`config.mk`:
```
export PLATFORM = sky130hd
export DESIGN_NAME = branch_cond_unit
export DESIGN_NICKNAME = d
export VERILOG_FILES = /design/src/rtl/branch_cond_unit.sv
export SDC_FILE = /design/constraint.sdc
export NUM_CORES = 1
export LEC_CHECK = 0
export BUFFER_PORTS_ARGS = -buffer_cell sky130_fd_sc_hd__buf_2
export CORE_MARGIN = 1.5
export CORE_UTILIZATION = 41
export CTS_CLUSTER_SIZE = 12
export DETAILED_ROUTE_END_ITERATION = 16
export PLACE_DENSITY_LB_ADDON = 0.08
export SETUP_SLACK_MARGIN = 0.15
export SYNTH_ARGS = -nofsm -noshare
export SYNTH_HDL_FRONTEND = slang
export SYNTH_SLANG_ARGS = --single-unit
```
`constraint.sdc`:
```
create_clock -name clk -period 2.7 [get_ports clk]
set_input_delay 0.135 -clock clk [delete_from_list [all_inputs] [get_ports clk]]
set_output_delay 0.135 -clock clk [all_outputs]
set_load 0.02 [all_outputs]
```
`src/rtl/branch_cond_unit.sv`:
```
// branch_cond_unit: registered branch-condition resolver for the KGP-RISC pipeline.
// Compares A against B (or zero in legacy mode), evaluates one of 16 condition
// codes, keeps an N/Z/C/V flag register and presents the taken/not-taken result
// through a one-entry valid/ready output stage.
// Optional macro BCU_PERF_CNT_EN adds saturating taken/not-taken handshake counters.
module branch_cond_unit #(
  parameter int DATA_W = 32,
  parameter int CNT_W  = 16
) (
  input  logic              clk,
  input  logic              rst_n,
  input  logic              flush,
  input  logic              in_valid,
  output logic              in_ready,
  input  logic [3:0]        in_op,
  input  logic [DATA_W-1:0] in_a,
  input  logic [DATA_W-1:0] in_b,
  input  logic              in_use_zero,
  input  logic              in_flags_set,
  output logic              out_valid,
  input  logic              out_ready,
  output logic              out_taken,
  output logic [3:0]        out_flags
`ifdef BCU_PERF_CNT_EN
  ,
  input  logic              cnt_clr,
  output logic [CNT_W-1:0]  taken_cnt,
  output logic [CNT_W-1:0]  ntaken_cnt
`endif
);

  // Reject parameter values the datapath cannot support.
  if (DATA_W < 2 || CNT_W < 1) begin : g_param_check
    $error("branch_cond_unit: DATA_W must be >= 2 and CNT_W >= 1");
  end

  logic              out_valid_q, out_valid_d;
  logic              out_taken_q, out_taken_d;
  logic [3:0]        flags_q, flags_d;

  logic [DATA_W-1:0] b_eff;
  logic [DATA_W:0]   diff;
  logic              flag_n, flag_z, flag_c, flag_v;
  logic              lt_s, lt_u;
  logic              taken;
  logic              accept;

  // Compare datapath: one wide subtract yields all four flags, then the condition code picks a result.
  always_comb begin
    b_eff  = in_use_zero ? '0 : in_b;
    diff   = {1'b0, in_a} - {1'b0, b_eff};
    flag_z = (in_a == b_eff);
    flag_n = diff[DATA_W-1];
    flag_c = diff[DATA_W];
    flag_v = (in_a[DATA_W-1] ^ b_eff[DATA_W-1]) & (diff[DATA_W-1] ^ in_a[DATA_W-1]);
    lt_s   = flag_n ^ flag_v;
    lt_u   = flag_c;
    taken  = 1'b0;
    case (in_op)
      4'd0:    taken = ~lt_s & ~flag_z;
      4'd1:    taken = lt_s;
      4'd2:    taken = flag_z;
      4'd3:    taken = 1'b0;
      4'd4:    taken = ~flag_z;
      4'd5:    taken = ~lt_s;
      4'd6:    taken = lt_s | flag_z;
      4'd7:    taken = 1'b1;
      4'd8:    taken = ~lt_u & ~flag_z;
      4'd9:    taken = lt_u;
      4'd10:   taken = ~lt_u;
      4'd11:   taken = lt_u | flag_z;
      4'd12:   taken = flags_q[2];
      4'd13:   taken = flags_q[3] ^ flags_q[0];
      4'd14:   taken = flags_q[1];
      default: taken = 1'b0;
    endcase
  end

  // Handshake and next-state: accept only when the output slot is empty or draining; flush kills the held result.
  always_comb begin
    in_ready    = rst_n & ~flush & (~out_valid_q | out_ready);
    accept      = in_valid & in_ready;
    out_valid_d = out_valid_q;
    out_taken_d = out_taken_q;
    flags_d     = flags_q;
    if (flush) begin
      out_valid_d = 1'b0;
    end else if (accept) begin
      out_valid_d = 1'b1;
      out_taken_d = taken;
      if (in_flags_set) begin
        flags_d = {flag_n, flag_z, flag_c, flag_v};
      end
    end else if (out_ready) begin
      out_valid_d = 1'b0;
    end
  end

  // Output stage and flag register.
  always_ff @(posedge clk) begin
    if (!rst_n) begin
      out_valid_q <= 1'b0;
      out_taken_q <= 1'b0;
      flags_q     <= 4'b0000;
    end else begin
      out_valid_q <= out_valid_d;
      out_taken_q <= out_taken_d;
      flags_q     <= flags_d;
    end
  end

  assign out_valid = out_valid_q;
  assign out_taken = out_taken_q;
  assign out_flags = flags_q;

`ifdef BCU_PERF_CNT_EN
  logic [CNT_W-1:0] taken_cnt_q, taken_cnt_d;
  logic [CNT_W-1:0] ntaken_cnt_q, ntaken_cnt_d;
  logic             out_hs;

  // Performance counters: count delivered results by outcome, saturating; a flushed result is never delivered.
  always_comb begin
    out_hs       = out_valid_q & out_ready & ~flush;
    taken_cnt_d  = taken_cnt_q;
    ntaken_cnt_d = ntaken_cnt_q;
    if (cnt_clr) begin
      taken_cnt_d  = '0;
      ntaken_cnt_d = '0;
    end else if (out_hs) begin
      if (out_taken_q) begin
        if (taken_cnt_q != '1) taken_cnt_d = taken_cnt_q + 1'b1;
      end else begin
        if (ntaken_cnt_q != '1) ntaken_cnt_d = ntaken_cnt_q + 1'b1;
      end
    end
  end

  // Counter registers.
  always_ff @(posedge clk) begin
    if (!rst_n) begin
      taken_cnt_q  <= '0;
      ntaken_cnt_q <= '0;
    end else begin
      taken_cnt_q  <= taken_cnt_d;
      ntaken_cnt_q <= ntaken_cnt_d;
    end
  end

  assign taken_cnt  = taken_cnt_q;
  assign ntaken_cnt = ntaken_cnt_q;
`endif

endmodule

```
# Yosys cells after proc, flatten, opt, wreduce, memory -nomap -nowiden
# Cells that the tools add are included.
# W data, S select, Z words.
[totals]
regBits = 6
in_bits = 75
out_inout_bits = 7
word_cells = 46
[classes]
add_sub_neg = 1
eq_ne = 14
mux = 4
n_bitwise = 19
reduce_logical = 5
[op_table]
columns = ["op", "count"]
rows = [
  ["$sub A32 B32 Y33", 1],
  ["$eq A32 B32 Y1", 1],
  ["$mux W32", 1],
  ["$eq A4 B4 Y1 const B", 7],
  ["$eq A4 B3 Y1 const B", 4],
  ["$pmux W1 S14", 1],
  ["$and A1 B1 Y1", 6],
  ["$not A1 Y1", 6],
  ["$eq A4 B1 Y1 const B", 1],
  ["$eq A4 B2 Y1 const B", 1],
  ["$logic_not A4 Y1", 1],
  ["$xor A1 B1 Y1", 4],
  ["$or A1 B1 Y1", 3],
  ["$reduce_and A3 Y1", 1],
  ["$mux W1", 2],
  ["$reduce_and A2 Y1", 1],
  ["$reduce_bool A2 Y1", 1],
  ["$reduce_or A2 Y1", 1],
]

# Logic depth before layout (Yosys ltp)
# Gate-level depths: netlist of run 1.
[logic_depth]
ltp_word = 8
mapped_depth = 18
mapped_depth_nobuf = 17

# Least setup slack after synthesis of run 1
# No wires, ideal clock.
[synth_timing]
path_kind = "input port to flip-flop"
start = "in in_use_zero"
end = "reg flags_q[0], in the netlist out_flags[0]"
setup_ps = 65
arrival_time_ps = 2744
t_required_ps = 2635
setup_slack_ps = -109
cell_stages = 15
n_path_buf = 1
cell_sequence = "clkbuf_1 -> nand2b_1 -> ha_1 -> a21o_1 -> a21o_1 -> a21o_1 -> a221o_1 -> a21oi_1 -> o21ai_0 -> a21oi_1 -> fa_1 -> xor2_1 -> nor3_1 -> a21oi_1 -> nor2b_1"
[synth_via]
elab_chain_len = 4
elab_cells_between_ends = 5
cone_classes = "1 x add/sub; 1 x mux; 3 x bitwise"
[synth_rtl]
columns = ["element", "line_no", "source"]
rows = [
  ["from (decl)", "18", "input logic in_use_zero,"],
  ["$mux W32 (*)", "50", "b_eff = in_use_zero ? '0 : in_b;"],
  ["$sub A32 B32 Y33", "51", "diff = {1'b0, in_a} - {1'b0, b_eff};"],
  ["$xor A1 B1 Y1", "55", "flag_v = (in_a[DATA_W-1] ^ b_eff[DATA_W-1]) & (diff[DATA_W-1] ^ in_a[DATA_W-1]);"],
  ["$and A1 B1 Y1 (*)", "55", ""],
  ["to (signal assigned)", "108", "flags_q <= flags_d;"],
  ["to (decl)", "39", "logic [3:0] flags_q, flags_d;"],
]
# Mark *: on every way between the ends. The rest lies on a longest branch, timed or not.
# A chain may end at the register's enable or synchronous reset.

# Final worst setup path of run 1
# Same ends and word-level chain as after synthesis.

==> metrics.cfg, run 1 <==
[status]
status = completed

[worst_setup_path]
reg2regPathDepth = 7
crit_chain = buf_12 -> nand2b_4 -> ha_4 -> a21o_1 -> a21o_1 -> a21o_1 -> a221o_1 -> a21oi_2 -> o21ai_2 -> a21oi_2 -> fa_2 -> xor2_1 -> nor3_1 -> a21oi_1 -> nor2b_1
worstPathRequired_ns = 2.87
arrival_ns = 2.74
cp_common_cell = a21o_1
max_stage_delay_ns = 0.45
end_kind = flip-flop
r2r-end = out_taken
cpMaxStageDelayCell = fa_2
critPathKind = input pin to flip-flop
start_kind = input pin
crit_buf_inv = 1
regToRegSetupSlack_ns = 1.33
path_delay_family = compound AO/OA/AOI/OAI gates
timing.rr.start = out_valid
cp_max_fo = 5

[route]
final_antenna_net_count = 0
first_pass_iters = 5
via_per_inst = 5.10
drc = 0
routed_wl_mm = 4.12
vias = 1796
drtIter0Drc = 79
wire_per_inst_um = 11.7

[placement]
dp_hpwl_mm = 3.29
postPlaceCellArea_sq_mm = 0.00211
dp_cells = 346
io_buffers = 81
gp_congestion = 0.839
place_ws_ns = -0.312

[timing]
setup_violations = 0
slew_headroom_pct = 79.6
fin_crit_ns = 2.57
fin_ws_ns = 0.127
tns_ns = 0
slew_viol_final = 0
hold_viol = 0
worst_pin_slew_ns = 0.303
max_clock_freq_mhz = 389
fin_skew_ns = 0.00495
min_period_over_period_pct = 95.3
grt_setup_unrepaired = true

[power_and_ir_drop]
total_leakage_power_nw = 1.09
ir_drop_mv = 0.130
p_per_area_mw_per_mm2 = 248

[floorplanning]
die_y_um = 63.6
die-area_sq_mm = 0.00405
num_rows = 21
coreArea_sq_mm = 0.00344
boundaryPins = 82
initial_core_util_pct = 43.8
die_width_um = 63.6

[finish]
stdcell_area_sq_mm = 0.00227
area_growth_pct = 50.6
multi_input_area_sq_mm = 0.00143
regArea_sq_um = 120
diodes = 0
layout.cells.non_filler = 352
drive_above_1_share_pct = 40.8
fin_util_pct = 65.9
num-fill-cells = 332
nNetsFinal = 416

[synth]
synth_nets = 315
synth_edf_count = 0
async_reset_ff_share_pct = 0
synthMuxAreaShare_pct = 1.33
synthSimpleGateAreaFrac_pct = 37.3
syn_area_sq_mm = 0.00151
synth_warnings = 0
ys_seq_area_share_pct = 7.97
ys_ff_latch = 6
yosys.area.top_type_share_pct = 26.6
syn_avg_cell_area_sq_um = 7.28
synthXorXnorAreaFrac_pct = 1.74
synth.largest_area_cell = ha_1
synth_cells = 207
synth_flop_cell = dfxtp_1
synth_compound_area_share_pct = 20.8
synth_top_family_by_area = simple AND/OR/NAND/NOR gates
synthTopCellsByArea = ha_1 27%, nand2b_1 14%, dfxtp_1 8.0%
synth_cell_type_count = 40
synthAdderAreaFrac_pct = 27.9

[min_path]
worst_hold_path_type = input pin to flip-flop
holdPathEnd = out_valid
hold_path_startpoint = in_valid
whs_path_depth = 3

[clock_network]
clkTransAtPathRegs_ns = 0.04
root_buffer = clkbuf_8
cts_tree = yes
ctsLongestPathBuffers = 2
cts_buffers = 3
clock_sink_count = 6
htreeDepth = 1
insertion_delay_ns = 0.23

[grt]
grt_pass1_vias = 1663
grt_usage_pct = 20.3
grt_pass1_wl_mm = 6.87
grt-ovfl-total = 0
grt_max_degree = 13
antenna_found_initial = 0

[flow_run]
cap_violations = 0

worst max path at each step:
stage / start / cells after the start / end
after CTS: in_use_zero / 15 / out_flags[0]
after global routing: in_use_zero / 15 / out_flags[0]
final: in_use_zero / 15 / out_flags[0]
after floorplan: in_use_zero / 15 / out_flags[0]
after detailed placement: in_use_zero / 18 / out_taken
after global placement: in_use_zero / 15 / out_flags[0]
cell usage after synthesis (3+ instances only):
cell,n
nor2_1,12
nand2_1,14
nor3_1,3
inv_1,6
dfxtp_1,6
a21oi_1,19
nor2b_1,5
clkbuf_1,6
ha_1,32
a31oi_1,3
nand3_1,8
a21o_1,4
o21ai_0,9
nand4_1,8
o21ai_1,3
and2_1,4
and4_1,4
nand2b_1,34
cell families after synthesis:
kind of cell | count (synthesis)
flops | 6
fa+ha+maj | 33
buf+inv | 12
mux | 2
compound gates | 51
simple gates | 100
xor+xnor | 3
what timing repair did:
item / 4_1_cts / 5_1_grt
resized for setup: 4 / 15
hold buffers: 0 / 0
pin swaps: 8 / 3
setup buffers: 2 / 0
cloned: 0 / 1
setup endpoints to repair: 2 / 2
per-layer routing:
metal	up-vias	global-route usage (%)	wire, um	share of wire (%)
met1	770	29.5	2110	51
met4	0	2.45	0	0
met5	-	0	0	0
met3	0	3.04	223	5.4
li1	961	-	-	-
met2	65	32.4	1790	43
state kept, by name, summed over array words and instances (netlist names):
name and count:
out_flags 4, out_valid 1, out_taken 1
through the flow:
stage / total power, mW / hold slack [ns]
after floorplan: 0.275 / 0.256
after global placement: 0.396 / 0.385
after detailed placement: 0.400 / 0.390
after CTS: 0.547 / 0.156
after global routing: 0.617 / 0.194
final: 0.562 / 0.163
cells in the final DEF, fill, tap and decap left out, drive strengths merged, types with 2 or more instances in the layout:
cell type	netlist	final
a211oi	2	2
a21o	4	4
a21oi	19	19
a31oi	3	3
and2	4	4
and3	2	2
and4	4	4
buf	0	101
clkbuf	6	4
dfxtp	6	6
ha	32	32
inv	6	6
mux2i	2	2
nand2	14	14
nand2b	34	34
nand3	8	8
nand4	8	8
nor2	12	12
nor2b	5	5
nor3	3	3
o21ai	12	12
or3	2	2
xnor2	2	2
final cells by class:
cell class | count | area share (%)
Sequential cell | 6 | 5.30
Inverter | 6 | 0.993
Tap cell | 46 | 2.54
Multi-Input combinational cell | 189 | 63.2
Timing Repair Buffer | 102 | 26.1
Clock buffer | 3 | 1.82
worst register-to-register path: stages, from the launching register on:
cell and delay, ns:
dfxtp_1 0.29, nor2b_1 0.13, nor2_1 0.17, nand2_1 0.14, a32oi_1 0.16, o21ai_1 0.10, a211oi_2 0.15, a31oi_1 0.10
where the power goes:
part | internal [mW] | switching (mW) | total (mW)
combinational | 0.174 | 0.157 | 0.331
sequential | 0.0914 | 0.00163 | 0.0930
clock | 0.0961 | 0.0421 | 0.138
No activity file was read; power rests on OpenSTA's default activity.
==> inputs of run 2 (changes only) <==
--- a/config.mk
+++ b/config.mk
@@ -11,6 +11,7 @@
 export CTS_CLUSTER_SIZE = 12
 export DETAILED_ROUTE_END_ITERATION = 16
 export PLACE_DENSITY_LB_ADDON = 0.08
+export RECOVER_POWER = 25
 export SETUP_SLACK_MARGIN = 0.15
 export SYNTH_ARGS = -nofsm -noshare
 export SYNTH_HDL_FRONTEND = slang
==> metrics.cfg, run 2 (synthesized netlist as in run 1, its figures left out) <==
[finish]
final_common_cell = buf_2
nNetsFinal = 416
largest_reg_flops = 4
diodes = 0
area_growth_pct = 50.5
layout.cells.non_filler = 352
mostFrequentLayoutCells = 80 x buf_2, 33 x nand2b_1, 29 x ha_1
drive_above_1_share_pct = 40.5
stdcell_area_sq_mm = 0.00227

[timing]
slew_viol_final = 0
grt_setup_unrepaired = true
tns_ns = 0
max_clock_freq_mhz = 389
worst_pin_slew_ns = 0.303
min_period_over_period_pct = 95.3
slew_headroom_pct = 79.6
hold_viol = 0
hold-worst-slack_ns = 0.163
setup_violations = 0
fin_crit_ns = 2.57
fin_skew_ns = 0.00495

[worst_setup_path]
end_kind = flip-flop
r2r-end = out_taken
cp_max_fo = 5
reg2regPathDepth = 7
arrival_ns = 2.74
regToRegSetupSlack_ns = 1.33
worstPathRequired_ns = 2.87
critPathKind = input pin to flip-flop
start_kind = input pin
timing.rr.start = out_valid

[clock_network]
ctsLongestPathBuffers = 2
clock_sink_count = 6
root_buffer = clkbuf_8
clkTransAtPathRegs_ns = 0.04
insertion_delay_ns = 0.23
cts_buffers = 3
cts_tree = yes
htreeDepth = 1

[power_and_ir_drop]
p_sw_mw = 0.200
internal_power_mw = 0.362
p_clk_share_pct = 24.6
power_switching_share_pct = 35.7
ir_drop_mv = 0.130
p_per_area_mw_per_mm2 = 248
pwr-share-comb_pct = 58.9
p_seq_share_pct = 16.5
total_leakage_power_nw = 1.09

[route]
final_antenna_net_count = 0
drtIter0Drc = 79
via_per_inst = 5.10
wire_per_inst_um = 11.7
vias = 1796
routed_wl_mm = 4.12
drc = 0
first_pass_iters = 5

[min_path]
whs_path_depth = 3
worst_hold_path_type = input pin to flip-flop
hold_path_startpoint = in_valid
holdPathEnd = out_valid

[grt]
grt_pass1_wl_mm = 6.87
grt_max_degree = 13
grt_pass1_vias = 1663
grt-ovfl-total = 0
antenna_found_initial = 0
grt_usage_pct = 20.3

[placement]
dp_hpwl_mm = 3.29
io_buffers = 81
dp_cells = 346
postPlaceCellArea_sq_mm = 0.00211
gp_congestion = 0.839

[floorplanning]
die-area_sq_mm = 0.00405
die_width_um = 63.6
initial_core_util_pct = 43.8
boundaryPins = 82
die_y_um = 63.6
coreArea_sq_mm = 0.00344
num_rows = 21

[status]
status = completed

[flow_run]
cap_violations = 0

==> run 2: changes by cell type in the layout (fill, tap and decap cells not counted) <==
| cell | previous run | this run |
|---|---|---|
| clkbuf_1 | 0 | 1 |
| buf_2 | 81 | 80 |
==> run 2: timing repair <==
item                                    in CTS  in global routing
cloned                                       0                  1
hold buffers                                 0                  0
endpoints found under the setup margin       2                  2
resized for setup                            4                 15
pin swaps                                    8                  3
setup buffers                                2                  0
==> run 2: metal layers <==
layer  GRT usage [%]  share of wire (%)
met2            32.4                 43
met1            29.5                 51
met3            3.04                5.4
met5               0                  0
met4            2.45                  0
==> run 2: final cells by class <==
type                    instances  area, sq um
inverters                       6         22.5
flip-flops and latches          6          120
clock buffers                   3         41.3
repair buffers                102          592
well taps                      46         57.6
fillers                       333         1170
multi-input cells             189         1430
==> run 2: how the worst max path moves through the flow <==
stage                           start           end  slack [ns]  cells past startpoint
final                     in_use_zero  out_flags[0]        0.13                     15
after global routing      in_use_zero  out_flags[0]       -0.02                     15
after CTS                 in_use_zero  out_flags[0]        0.12                     15
after detailed placement  in_use_zero     out_taken       -0.31                     18
after global placement    in_use_zero  out_flags[0]       -0.22                     15
after floorplan           in_use_zero  out_flags[0]       -0.01                     15
==> run 2: through the flow <==
| stage | utilization [%] | setup WS [ns] | power, mW |
|---|---|---|---|
| 2_1_floorplan | - | -0.00990 | 0.275 |
| 3_3_place_gp | 61.3 | -0.216 | 0.396 |
| 3_5_place_dp | 61.3 | -0.312 | 0.400 |
| 4_1_cts | 63.3 | 0.117 | 0.547 |
| 5_1_grt | 65.9 | -0.0248 | 0.617 |
| 6_report | 65.9 | 0.127 | 0.562 |
==> run 2: worst max-delay path, stage by stage <==
cell      delay, ns
buf_12         0.11
nand2b_4       0.14
ha_4           0.23
a21o_1         0.18
a21o_1         0.15
a21o_1         0.15
a221o_1        0.32
a21oi_2        0.16
o21ai_2        0.07
a21oi_2        0.17
fa_2           0.45
xor2_1         0.17
nor3_1         0.14
a21oi_1        0.06
nor2b_1        0.10
==> run 2: power groups by stage <==
stage	registers, mW	clock network [mW]	logic, mW
CTS	0.0930	0.142	0.312
global placement	0.0943	0	0.302
detailed placement	0.0943	0	0.306
finish	0.0931	0.138	0.331
global route	0.0932	0.145	0.378
floorplan	0.0969	0	0.178
